## src/rtl/prng_pkg.sv

```systemverilog
// Shared constants, generator step function and FSM state type for prng_arbiter.
package prng_pkg;

  localparam int unsigned RAND_W = 16;
  localparam int unsigned SH_A   = 7;
  localparam int unsigned SH_B   = 9;
  localparam int unsigned SH_C   = 8;

  typedef enum logic {
    WARMUP,
    RUN
  } state_e;

  // One xorshift16 step; shifts are logical and truncate to RAND_W bits.
  function automatic logic [RAND_W-1:0] xorshift16_next(input logic [RAND_W-1:0] x);
    logic [RAND_W-1:0] t;
    t = x ^ (x << SH_A);
    t = t ^ (t >> SH_B);
    return t ^ (t << SH_C);
  endfunction

  // An all-zero state would lock the generator at zero, so it is never loaded.
  function automatic logic [RAND_W-1:0] seed_fix(input logic [RAND_W-1:0] s);
    return (s == '0) ? {{(RAND_W-1){1'b0}}, 1'b1} : s;
  endfunction

endpackage

```

## src/rtl/prng_arbiter_rr.sv

```systemverilog
// Combinational round-robin arbiter: first asserted request at or after ptr wins.
module rr_arbiter #(
  parameter  int unsigned N  = 4,
  localparam int unsigned PW = (N > 1) ? $clog2(N) : 1
) (
  input  logic [N-1:0]  req,
  input  logic [PW-1:0] ptr,
  output logic [N-1:0]  gnt
);

  int unsigned idx;
  logic        found;

  // Scan N positions starting at ptr, wrapping at N, and grant the first hit.
  always_comb begin
    gnt   = '0;
    found = 1'b0;
    idx   = 0;
    for (int unsigned k = 0; k < N; k++) begin
      idx = 32'(ptr) + k;
      if (idx >= N) begin
        idx = idx - N;
      end
      if (!found && req[idx[PW-1:0]]) begin
        gnt[idx[PW-1:0]] = 1'b1;
        found            = 1'b1;
      end
    end
  end

endmodule

```

## src/rtl/prng_arbiter.sv

```systemverilog
// Shares one xorshift16 generator among NUM_REQ requesters with round-robin
// grants, handling seeding, runtime reseed and warm-up discard.
module prng_arbiter
  import prng_pkg::*;
#(
  parameter int unsigned NUM_REQ = 4,
  parameter logic [15:0] SEED    = 16'h5A3C,
  parameter int unsigned WARMUP  = 2
) (
  input  logic               clk,
  input  logic               rst,
  input  logic [NUM_REQ-1:0] req,
  output logic [NUM_REQ-1:0] gnt,
  output logic [15:0]        rand_data,
  input  logic               reseed_valid,
  input  logic [15:0]        reseed_value,
  output logic               busy,
  output logic [31:0]        grant_cnt
);

  localparam int unsigned    PW       = (NUM_REQ > 1) ? $clog2(NUM_REQ) : 1;
  localparam logic [PW-1:0]  LAST_IDX = PW'(NUM_REQ - 1);
  localparam logic [7:0]     WARM_CNT = 8'(WARMUP);

  // The parameter WARMUP shadows the enum literal, so states are package-qualified.
  prng_pkg::state_e   st_q, st_d;
  logic [15:0]        x_q, x_d;
  logic [7:0]         cnt_q, cnt_d;
  logic [PW-1:0]      ptr_q, ptr_d;
  logic [31:0]        gcnt_q, gcnt_d;

  logic [NUM_REQ-1:0] arb_gnt;
  logic               arb_en;
  logic [PW-1:0]      gidx;

  rr_arbiter #(
    .N(NUM_REQ)
  ) u_rr (
    .req(req),
    .ptr(ptr_q),
    .gnt(arb_gnt)
  );

  // Reset and reseed both take priority over consuming a value this cycle.
  assign arb_en    = (st_q == prng_pkg::RUN) && !reseed_valid && !rst;
  assign gnt       = arb_en ? arb_gnt : '0;
  assign rand_data = x_q;
  assign busy      = (st_q == prng_pkg::WARMUP);
  assign grant_cnt = gcnt_q;

  // Encode the one-hot grant into the index of the granted requester.
  always_comb begin
    gidx = '0;
    for (int unsigned k = 0; k < NUM_REQ; k++) begin
      if (gnt[k]) begin
        gidx = k[PW-1:0];
      end
    end
  end

  // Next-state logic: reseed restarts warm-up; warm-up steps and counts down;
  // RUN advances generator, pointer and grant count only on a grant.
  always_comb begin
    st_d   = st_q;
    x_d    = x_q;
    cnt_d  = cnt_q;
    ptr_d  = ptr_q;
    gcnt_d = gcnt_q;
    if (reseed_valid) begin
      st_d  = prng_pkg::WARMUP;
      x_d   = seed_fix(reseed_value);
      cnt_d = WARM_CNT;
    end else begin
      case (st_q)
        prng_pkg::WARMUP: begin
          // A zero count leaves warm-up at once without stepping; otherwise
          // the step that brings the count to zero is the last one.
          if (cnt_q == 8'd0) begin
            st_d = prng_pkg::RUN;
          end else begin
            x_d   = xorshift16_next(x_q);
            cnt_d = cnt_q - 8'd1;
            if (cnt_q == 8'd1) begin
              st_d = prng_pkg::RUN;
            end
          end
        end
        prng_pkg::RUN: begin
          if (|gnt) begin
            x_d    = xorshift16_next(x_q);
            ptr_d  = (gidx == LAST_IDX) ? '0 : gidx + PW'(1);
            gcnt_d = gcnt_q + 32'd1;
          end
        end
        default: begin
        end
      endcase
    end
  end

  // State registers with synchronous active-high reset.
  always_ff @(posedge clk) begin
    if (rst) begin
      st_q   <= prng_pkg::WARMUP;
      x_q    <= seed_fix(SEED);
      cnt_q  <= WARM_CNT;
      ptr_q  <= '0;
      gcnt_q <= '0;
    end else begin
      st_q   <= st_d;
      x_q    <= x_d;
      cnt_q  <= cnt_d;
      ptr_q  <= ptr_d;
      gcnt_q <= gcnt_d;
    end
  end

endmodule
```

## config.mk

```make
export PLATFORM = sky130hd
export DESIGN_NAME = prng_arbiter
export DESIGN_NICKNAME = d
export VERILOG_FILES = /design/src/rtl/prng_pkg.sv /design/src/rtl/prng_arbiter_rr.sv /design/src/rtl/prng_arbiter.sv
export SDC_FILE = /design/constraint.sdc
export NUM_CORES = 1
export LEC_CHECK = 0
export BUFFER_PORTS_ARGS = -buffer_cell sky130_fd_sc_hd__buf_2
export CORE_MARGIN = 3
export CORE_UTILIZATION = 54
export DETAILED_ROUTE_END_ITERATION = 6
export PLACE_DENSITY_LB_ADDON = 0.25
export SYNTH_ARGS = -nofsm -noshare
export SYNTH_HDL_FRONTEND = slang
export SYNTH_HIERARCHICAL = 1
export SYNTH_SLANG_ARGS = --single-unit
```

## constraint.sdc

```tcl
create_clock -name clk -period 3.6 [get_ports clk]
set_input_delay 0.18 -clock clk [delete_from_list [all_inputs] [get_ports clk]]
set_output_delay 0.18 -clock clk [all_outputs]
set_load 0.05 [all_outputs]
```

# == Word-level counts from Yosys, hierarchy flattened ==
# Index checks and enable logic that the tools add are counted.
# op_classes
add_sub_neg,10
magnitude_cmp,12
n_eq_ne,4
muxes,40
n_bitwise,9
n_reduce_logical,21
# op_table
cell,n
2-to-1 mux 16 bit,4
"adder 32 x 1 -> 32 bit, second input constant",1
one-hot mux 16 bit (2 select lines),1
bitwise XOR 16 bit,2
2-to-1 mux 4 bit,5
zero test 16 bit,1
bitwise XOR 16 x 7 -> 16 bit,1
2-to-1 mux 1 bit,15
2-to-1 mux 2 bit,7
"< comparator 2 x 3 -> 1 bit, second input constant",4
bitwise OR 4 bit,3
"greater-or-equal comparator 3 bit, second input constant",3
logical AND 1 bit,9
binary-select mux 1 bit (select 2 bit),4
demux 1 bit (select 2 bit),4
"equality test 8 x 1 -> 1 bit, second input constant",1
"greater-or-equal comparator 2 x 1 -> 1 bit, second input constant",4
zero test 8 bit,1
"subtractor 2 x 1 -> 2 bit, second input constant",4
"subtractor 8 x 1 -> 8 bit, second input constant",1
"adder 2 x 2 -> 3 bit, second input constant",2
zero test 1 bit,5
AND reduction 2 bit,2
OR reduction 4 bit,1
other kinds (9),11
# totals
ff_bits,59
input_bits,23
word_cells,101

# == Depth between registers and ports, before layout ==
# Gate-level depths: netlist of the first run.
# depth
ltp_word,20
depth_mapped,12
mapped_depth_nobuf,11

# == Hierarchy ==
# Netlist of the first run, hierarchy kept.
# by_module_without_submodules
mod,instances,cells_per_inst,area_each_um2,seq_area_each_um2
prng_arbiter,1,360,3029.2,1181.1
rr_arbiter,1,30,302.8,0.0

# == Least setup slack after synthesis of the first run ==
# No wires, ideal clock.
# synth_path
path_type,reg-to-reg
from,register ptr_q[0]
to,"register x_q[14], in the netlist rand_data[14]"
arrival_ps,3120
path_slack_ps,385
stages_incl_launch_ff,11
n_path_buf,0
synth_period_minus_slack_ps,3215
cell_sequence,dfxtp_1 inv_1 ha_1 mux4_2 nand2_1 o21ai_0 a221o_1 or4_4 a211oi_2 nor2_1 a221oi_1
# synth_via
elab_chain_cells,18
word_cells_on_any_way,63
# synth_lines
item,line,text
from (decl),prng_arbiter.sv:29,"logic [PW-1:0] ptr_q, ptr_d;"
from (signal assigned),prng_arbiter.sv:113,ptr_q <= ptr_d;
branches (longest 13 deep; another with adder 2 x 1 -> 3 bit),n/a,
2-to-1 mux 4 bit (*),prng_arbiter_rr.sv:24,if (!found && req[idx[PW-1:0]]) begin
named net arb_gnt[3],prng_arbiter.sv:32,logic [NUM_REQ-1:0] arb_gnt;
2-to-1 mux 4 bit (*),prng_arbiter.sv:46,assign gnt = arb_en ? arb_gnt : '0;
OR reduction 4 bit (*),prng_arbiter.sv:89,if (|gnt) begin
!= test 3 x 2 -> 1 bit (no line) (*),n/a,
AND reduction 2 bit (no line) (*),n/a,
to (signal assigned),prng_arbiter.sv:105,x_q <= seed_fix(SEED);
to (decl),prng_arbiter.sv:27,"logic [15:0] x_q, x_d;"
# Mark *: on every way through the listed nets, which the timed path passes. The select of a mux whose other input is x is not followed.
# A chain may end at the register's enable or synchronous reset.

# == Worst setup path in the final report of the first run ==
# layout_path
from,register ptr_q[0]
to,"register gcnt_q[31], in the netlist grant_cnt[31]"
# layout_via
elab_chain_cells,17
word_cells_on_any_way,62
# layout_lines
item,line,text
branches (longest 13 deep; another with adder 2 x 1 -> 3 bit),n/a,
2-to-1 mux 4 bit (*),prng_arbiter_rr.sv:24,
named net arb_gnt[3],prng_arbiter.sv:32,
2-to-1 mux 4 bit (*),prng_arbiter.sv:46,
OR reduction 4 bit (*),prng_arbiter.sv:89,
AND reduction 3 bit (no line) (*),n/a,
to (signal assigned),prng_arbiter.sv:114,gcnt_q <= gcnt_d;
to (decl),prng_arbiter.sv:30,"logic [31:0] gcnt_q, gcnt_d;"
# Marked as above.

==> impl_metrics.toml, run 1 <==
[setup_path]
crit_arrival_ns = 3.60
regToRegSetupSlack_ns = 0.26
crit_slowest_cell = "dfxtp_1"
crit_type = "flip-flop to flip-flop"
path_delay_family = "simple AND/OR/NAND/NOR gates"
path_buf_inv = 2
cp-end-kind = "flip-flop"
cp_max_fo = 9
max_stage_delay_ns = 0.45
cp.required_ns = 3.86
cp_cell_sequence = "inv_1, ha_1, mux4_2, nor4b_4, a221o_1, nor4_1, buf_4, nor3_4, nand4_4, or3_1, a21oi_1"
start_kind = "flip-flop"

[layout]
fillers = 454
area_delta_synth_final_pct = 20.2
drive_gt1_frac = 0.239
nets = 500
diodes = 0

[synthesis]
yosys_warnings = 6
async_flop_share = 0
synth_area_leader_cell = "dfxtp_1"
ys_seq_area_frac = 0.354
synth_edf_count = 0
synthFlopType = "dfxtp_1"
netlist_instances = 390
syn_area_um2 = 3330
synth.area.top_cells = "dfxtp_1 35%, xor2_1 8.9%, nor2_1 6.8%, xnor2_1 5.3%, ha_1 3.8%"
synth_area_per_cell_um2 = 8.54
ys_types = 50
synth.most_common_cell = "nor2_1"
synth-seq-cells = 59
syn_nets = 423
ys_top_cells_by_count = "60 x nor2_1, 59 x dfxtp_1, 34 x xor2_1"
yosysTopAreaCellShare = 0.354

[route]
drt_wl_total_um = 7910
ant_nets = 0
post_drt_wl_per_cell_um = 14.5
first_pass_iters = 4
num_vias = 3107
drc_errors = 0
vias_per_cell = 5.71
drt_iter0_drc = 140

[placement]
dp_hpwl_um = 5650
gp_congestion = 0.901
port_buffers = 75

[global_routing]
grt_util_all_layers = 0.226
grt_max_degree = 54
grt_pass1_wl_um = 13400
grt_overflow = 0
antenna_found_initial = 0
grt_pass1_vias = 2898

[sta]
setup_tns_ns = 0
setup_viol = 0
hold_violations = 0
final_max_slew_viol_count = 0
holdWs_ns = 0.141
finalCritPeriodShare = 0.926
tightest_slew_ns = 1.00
fin_skew_ns = 0.00739
slew_headroom = 0.332
rsz0062_at_grt = "no"
min_period_ns = 3.34
max_freq_ghz = 0.300

[clock_tree]
cts_made_buffers = 9
cts_htree_levels = 3
cts.clk_slew.worst_paths_ns = 0.07
cts.path.max_buffers = 2
cts_sinks = 59
clock_latency_ns = 0.34
hold_buffers = 0
cts_tree = "done"
root_buffer = "clkbuf_8"

[pwr]
p_leak_nw = 1.67
power_mw = 2.14
power_density_nw_per_um2 = 534
vdd_drop_max_uv = 460

[job]
cap_violations = 0

[floorplan]
die_h_um = 84.6
die_area_um2 = 7150
fp-row-count = 27
pin_count = 76
initial_core_util = 0.580
core-area_um2 = 5740
die-width_um = 84.6

[outcome]
outcome = "completed"

[hold_path]
min_path_type = "input pin to flip-flop"
[cells in the final DEF (no fill, tap or decap), types with 7 or more instances in the layout]
master / count
buf_2: 75
nand4_1: 13
xor2_1: 34
dfxtp_1: 58
nand3_1: 19
nor4_1: 9
inv_1: 9
a21oi_1: 17
nor2_1: 60
xnor2_1: 20
clkbuf_8: 11
or3_1: 7
nand2_1: 30
o21ai_0: 22
ha_1: 10
[where the power goes]
group	internal [mW]	leakage [nW]	switching [mW]	total, mW
clock	0.424	0.119	0.267	0.691
combinational	0.245	1.07	0.428	0.673
sequential	0.709	0.481	0.0663	0.775
total	1.38	1.67	0.762	2.14
[state kept, by name (all words and copies together), names as in the netlist]
| register | cells |
|---|---|
| cnt_q | 8 |
| rand_data | 16 |
| grant_cnt | 32 |
| st_q | 1 |
| ptr_q | 2 |
[cell type report]
cell class,instances,area [um^2],area share
clock buffers,11,151,0.0378
multi-input cells,307,2050,0.513
flip-flops and latches,59,1180,0.295
repair buffers,80,413,0.103
inverters,10,37.5,0.00938
clock inverters,5,75.1,0.0188
well taps,72,90.1,0.0225
[what timing repair did]
item	4_1_cts	5_1_grt
endpoints found under the setup margin	0	15
buffers inserted	0	1
resized for setup	0	2
[cells by family (layout without fill, tap and decap cells)]
kind of cell	Yosys count	count (layout)	synth area share
flip-flops	59	59	0.354
multiplexers	7	7	0.0372
adder cells (fa/ha/maj)	10	10	0.0376
buffers and inverters	24	106	0.0293
XOR/XNOR	54	54	0.142
AND/OR/NAND/NOR	171	171	0.273
AO/OA/AOI/OAI	65	65	0.126
[worst register-to-register path, cell delays in order (launching register included)]
cell and delay, ns:
dfxtp_1 0.45, inv_1 0.11, ha_1 0.33, mux4_2 0.39
nor4b_4 0.36, a221o_1 0.30, nor4_1 0.08, buf_4 0.15
nor3_4 0.36, nand4_4 0.20, or3_1 0.38, a21oi_1 0.13
[metal layers]
metal	wire, um	vias to the layer above	GRT usage
li1	-	1544	-
met1	3540	1457	0.294
met3	502	12	0.0471
met5	0	-	0
met4	113	0	0.0791
met2	3760	94	0.370
[metrics by stage]
| step | cells | cell area [um^2] | utilization | setup WS [ns] |
|---|---|---|---|---|
| after floorplan | 390 | 3330 | - | 0.385 |
| after global placement | 527 | 3770 | 0.656 | 0.283 |
| after detailed placement | 527 | 3770 | 0.656 | 0.148 |
| after CTS | 543 | 3990 | 0.695 | 0.148 |
| after global routing | 544 | 4000 | 0.697 | 0.0136 |
| final | 544 | 4000 | 0.697 | 0.265 |
[final timing paths]
check        cells past startpoint              from       endpoint
max                             11          ptr_q[0]  grant_cnt[31]
max reg2reg                     11          ptr_q[0]  grant_cnt[31]
min                              3  reseed_value[14]  rand_data[14]
min reg2reg                      2     rand_data[15]  rand_data[15]
(Power assumes the default switching activity.)
==> run 2, diff against run 1 <==
--- a/config.mk
+++ b/config.mk
@@ -9,7 +9,7 @@
 export CORE_MARGIN = 3
 export CORE_UTILIZATION = 54
 export DETAILED_ROUTE_END_ITERATION = 6
-export PLACE_DENSITY_LB_ADDON = 0.25
+export PLACE_DENSITY_LB_ADDON = 0.1
 export SYNTH_ARGS = -nofsm -noshare
 export SYNTH_HDL_FRONTEND = slang
 export SYNTH_HIERARCHICAL = 1
==> run 2 against run 1 <==
Wire length fell by 2.6%. Non-clock buffer count unchanged. Global-route usage fell by 0.40 points. Setup slack better by 0.0092 ns. Cell count fell by 0.37%. Critical endpoint is now rand_data[9]. Highest routed layer unchanged.
==> impl_metrics.toml, run 2 (same netlist as run 1, synthesis figures left out) <==
[clock_tree]
clock_latency_ns = 0.33
cts_htree_levels = 3
cts.path.max_buffers = 2
cts_tree = "done"
cts_made_buffers = 9
root_buffer = "clkbuf_8"
cts_sinks = 59
cts.clk_slew.worst_paths_ns = 0.06

[route]
num_vias = 3103
first_pass_iters = 5
met1_length_um = 3390
drc_errors = 0
post_drt_wl_per_cell_um = 14.2
ant_nets = 0
wl_met3_um = 487
drt_iter0_drc = 141
top_layer_used = "met4"
drt_wl_total_um = 7710
met2_length_um = 3780
vias_per_cell = 5.73

[floorplan]
core-area_um2 = 5740
initial_core_util = 0.580
die_h_um = 84.6
die_area_um2 = 7150
fp-row-count = 27
die-width_um = 84.6
pin_count = 76

[layout]
final_common_cell = "buf_2"
diodes = 0
largest_reg_flops = 32
layout_common_cells = "75 x buf_2, 60 x nor2_1, 59 x dfxtp_1, 34 x xor2_1, 30 x nand2_1"
fillers = 473
nets = 500
area_delta_synth_final_pct = 18.8
seq_area_um2 = 1180
drive_gt1_frac = 0.232
multi_input_area_um2 = 2050

[sta]
min_period_ns = 3.33
finalCritPeriodShare = 0.924
setup_viol = 0
max_freq_ghz = 0.301
rsz0062_at_grt = "no"
hold_violations = 0
fin_skew_ns = 0.00736
worst_slack_ns = 0.274
tightest_slew_ns = 1.07
final_max_slew_viol_count = 0
slew_headroom = 0.281
setup_tns_ns = 0

[setup_path]
cp_cell_sequence = "inv_1, ha_1, mux4_2, nand2_1, o21ai_0, a221o_1, or4_4, a211o_2, o31a_1"
path_delay_family = "compound AO/OA/AOI/OAI gates"
path_buf_inv = 1
cp_max_fo = 22
regToRegSetupSlack_ns = 0.27
crit_arrival_ns = 3.54
max_stage_delay_ns = 0.60
start_kind = "flip-flop"
cp-end-kind = "flip-flop"
cp.required_ns = 3.82
crit_type = "flip-flop to flip-flop"
crit_slowest_cell = "or4_4"

[pwr]
p_leak_nw = 1.64
power_mw = 2.02
vdd_drop_max_uv = 414
power_density_nw_per_um2 = 511

[global_routing]
grt_max_degree = 50
grt_pass1_wl_um = 13300
grt_pass1_vias = 2905
grt_overflow = 0
grt_util_all_layers = 0.222
antenna_found_initial = 0

[placement]
dp_hpwl_um = 5610
pre_cts_slack_ns = 0.170
port_buffers = 75
gp_congestion = 0.841

[outcome]
outcome = "completed"

[hold_path]
min_path_type = "input pin to flip-flop"

[job]
cap_violations = 0
[run 2: changes by cell type in the layout (fill, tap and decap cells not counted)]
cell       before  now
dfxtp_2         1    0
clkinv_2        3    2
clkbuf_8       11   10
bufinv_16       2    1
dfxtp_1        58   59
clkbuf_1        0    1
[run 2: layout make-up]
type / count / area share
clock buffer: 11 / 0.0357
clock inverter: 3 / 0.0101
inverter: 10 / 0.00948
multi-input combinational: 307 / 0.519
sequential: 59 / 0.298
tap: 72 / 0.0228
timing repair buffer: 80 / 0.104
[run 2: layer usage]
metal,global-route usage,vias to the layer above
met3,0.0599,4
met2,0.372,87
met4,0.0475,0
li1,-,1547
met5,0,-
met1,0.287,1465
[run 2: path summary, 6_finish.rpt]
path	start	to	cells past startpoint
setup / recovery	ptr_q[1]	rand_data[9]	9
hold / removal	reseed_value[14]	rand_data[14]	3
setup reg to reg	ptr_q[1]	rand_data[9]	9
hold reg to reg	rand_data[15]	rand_data[15]	2
[run 2: where the power goes]
part	switching (mW)	internal, mW	total [mW]
sequential	0.0668	0.709	0.776
clock	0.241	0.329	0.570
combinational	0.433	0.243	0.676
total	0.741	1.28	2.02
[run 2: tightest hold or removal path, delay by kind of cell]
family,cells,cell delay [ns]
simple gates,1,0.10
buf+inv,1,0.11
compound gates,1,0.06
[run 2: timing repair]
item / in CTS / in global routing
setup endpoints to repair: 0 / 9
setup buffers: 0 / 0
hold buffers: 0 / 0
gates resized for setup: 0 / 1
[run 2: through the flow]
stage	utilization	std cells	hold slack (ns)	area [um^2]
final	0.689	542	0.168	3960
after global routing	0.689	542	0.170	3960
after CTS	0.689	542	0.147	3960
after detailed placement	0.657	528	0.480	3770
after global placement	0.657	528	0.468	3770
after floorplan	-	390	0.361	3330
==> run 3, diff against run 2 <==
--- a/config.mk
+++ b/config.mk
@@ -6,7 +6,6 @@
 export NUM_CORES = 1
 export LEC_CHECK = 0
 export BUFFER_PORTS_ARGS = -buffer_cell sky130_fd_sc_hd__buf_2
-export CORE_MARGIN = 3
 export CORE_UTILIZATION = 54
 export DETAILED_ROUTE_END_ITERATION = 6
 export PLACE_DENSITY_LB_ADDON = 0.1
==> run 3 against run 2 <==
Combinational power barely moved. Wire length is 0.52% higher. Clock skew increased by 0.0034 ns. Register-to-register slack worse by 0.06 ns. Largest power group unchanged. Critical endpoint unchanged. Highest routed layer unchanged.
==> impl_metrics.toml, run 3 (same netlist as run 1, synthesis figures left out) <==
[floorplan]
fp-row-count = 28
initial_core_util = 0.563
die_area_um2 = 6490
core-area_um2 = 5920
die-width_um = 80.6
pin_count = 76
die_h_um = 80.6

[global_routing]
grt_pass1_wl_um = 12900
grt_pass1_vias = 2826
antenna_found_initial = 0
grt_overflow = 0
grt_util_all_layers = 0.255
grt_max_degree = 50

[placement]
gp_congestion = 0.807
dp_hpwl_um = 5570
placed_area_um2 = 3790
port_buffers = 75

[clock_tree]
hold_buffers = 0
cts_tree = "done"
cts_htree_levels = 3
cts.clk_slew.worst_paths_ns = 0.07
clock_latency_ns = 0.35
cts_sinks = 59
cts_made_buffers = 9
cts.path.max_buffers = 2
root_buffer = "clkbuf_8"
cts_resized = 0
post_cts_buffers = 0

[layout]
layout_common_cells = "75 x buf_2, 60 x nor2_1, 59 x dfxtp_1, 34 x xor2_1, 30 x nand2_1"
final_common_cell = "buf_2"
largest_reg_flops = 32
utilization = 0.675
area_delta_synth_final_pct = 19.9
fillers = 505
final_cell_area_um2 = 4000
nets = 501
seq_area_um2 = 1180
multi_input_area_um2 = 2050
drive_gt1_frac = 0.235
diodes = 0

[setup_path]
r2r_end = "rand_data[9]"
cp-end-kind = "flip-flop"
start_kind = "flip-flop"
r2r_start = "ptr_q[1]"
crit_arrival_ns = 3.62
regToRegSetupSlack_ns = 0.21
cp.required_ns = 3.83
crit_type = "flip-flop to flip-flop"
reg2regPathDepth = 9
cp_max_fo = 22

[sta]
setup_tns_ns = 0
final_max_slew_viol_count = 0
min_period_ns = 3.39
finalCritPeriodShare = 0.942
rsz0062_at_grt = "no"
slew_headroom = 0.647
fin_skew_ns = 0.0107
setup_viol = 0
max_freq_ghz = 0.295
hold_violations = 0
tightest_slew_ns = 0.525

[hold_path]
holdPathStages = 3
min_path_type = "input pin to flip-flop"
worstHoldStart = "reseed_value[14]"
whs_endpoint = "rand_data[14]"

[route]
post_drt_wl_per_cell_um = 14.1
drc_errors = 0
ant_nets = 0
drt_iter0_drc = 156
num_vias = 3135
vias_per_cell = 5.72
first_pass_iters = 4
drt_wl_total_um = 7750

[pwr]
p_leak_nw = 1.66
vdd_drop_max_uv = 394
power_density_nw_per_um2 = 527

[job]
cap_violations = 0

[outcome]
outcome = "completed"
run 3: cell types whose count changed in the layout (fill, tap and decap cells not counted):
cell	before	now
clkinvlp_4	0	1
clkbuf_8	10	9
clkbuf_1	1	2
buf_4	5	6
bufinv_16	1	2
run 3: critical path: stages (launching register included):
cell and delay, ns:
dfxtp_1 0.48, inv_1 0.14, ha_1 0.34, mux4_2 0.40, nand2_1 0.11, o21ai_0 0.09, a221o_1 0.34, or4_4 0.59
a211o_2 0.51, o31a_1 0.28
run 3: layer usage:
metal / global-route usage / share of wire
met2: 0.431 / 0.49
met1: 0.314 / 0.44
met5: 0 / 0
met4: 0.0857 / 0.012
met3: 0.0614 / 0.055
run 3: how the worst max path moves through the flow:
stage,start,to,slack (ns)
after floorplan,ptr_q[0],rand_data[14],0.38
after global placement,ptr_q[1],rand_data[9],0.28
after detailed placement,ptr_q[1],rand_data[9],0.14
after CTS,ptr_q[1],rand_data[9],0.14
after global routing,ptr_q[1],grant_cnt[30],0.08
final,ptr_q[1],rand_data[9],0.21
run 3: power breakdown:
part           internal [mW]  switching [mW]  leakage [nW]
Clock                  0.388           0.266         0.103
Combinational          0.246           0.431          1.07
Sequential             0.709          0.0668         0.480
Total                   1.34           0.763          1.66
run 3: final cells by class:
cell class | count | area share
clock buffer | 11 | 0.0329
clock inverter | 5 | 0.0194
inverter | 10 | 0.00939
multi-input combinational | 307 | 0.514
sequential | 59 | 0.296
tap | 75 | 0.0235
timing repair buffer | 81 | 0.105
run 3: per-stage QoR:
step | worst slack (ns) | hold slack [ns] | power (mW) | std cells
6_report | 0.210 | 0.137 | 2.11 | 548
2_1_floorplan | 0.385 | 0.361 | 1.32 | 390
3_5_place_dp | 0.140 | 0.481 | 1.46 | 532
3_3_place_gp | 0.278 | 0.466 | 1.44 | 532
5_1_grt | 0.0758 | 0.131 | 2.22 | 548
4_1_cts | 0.141 | 0.137 | 2.11 | 548
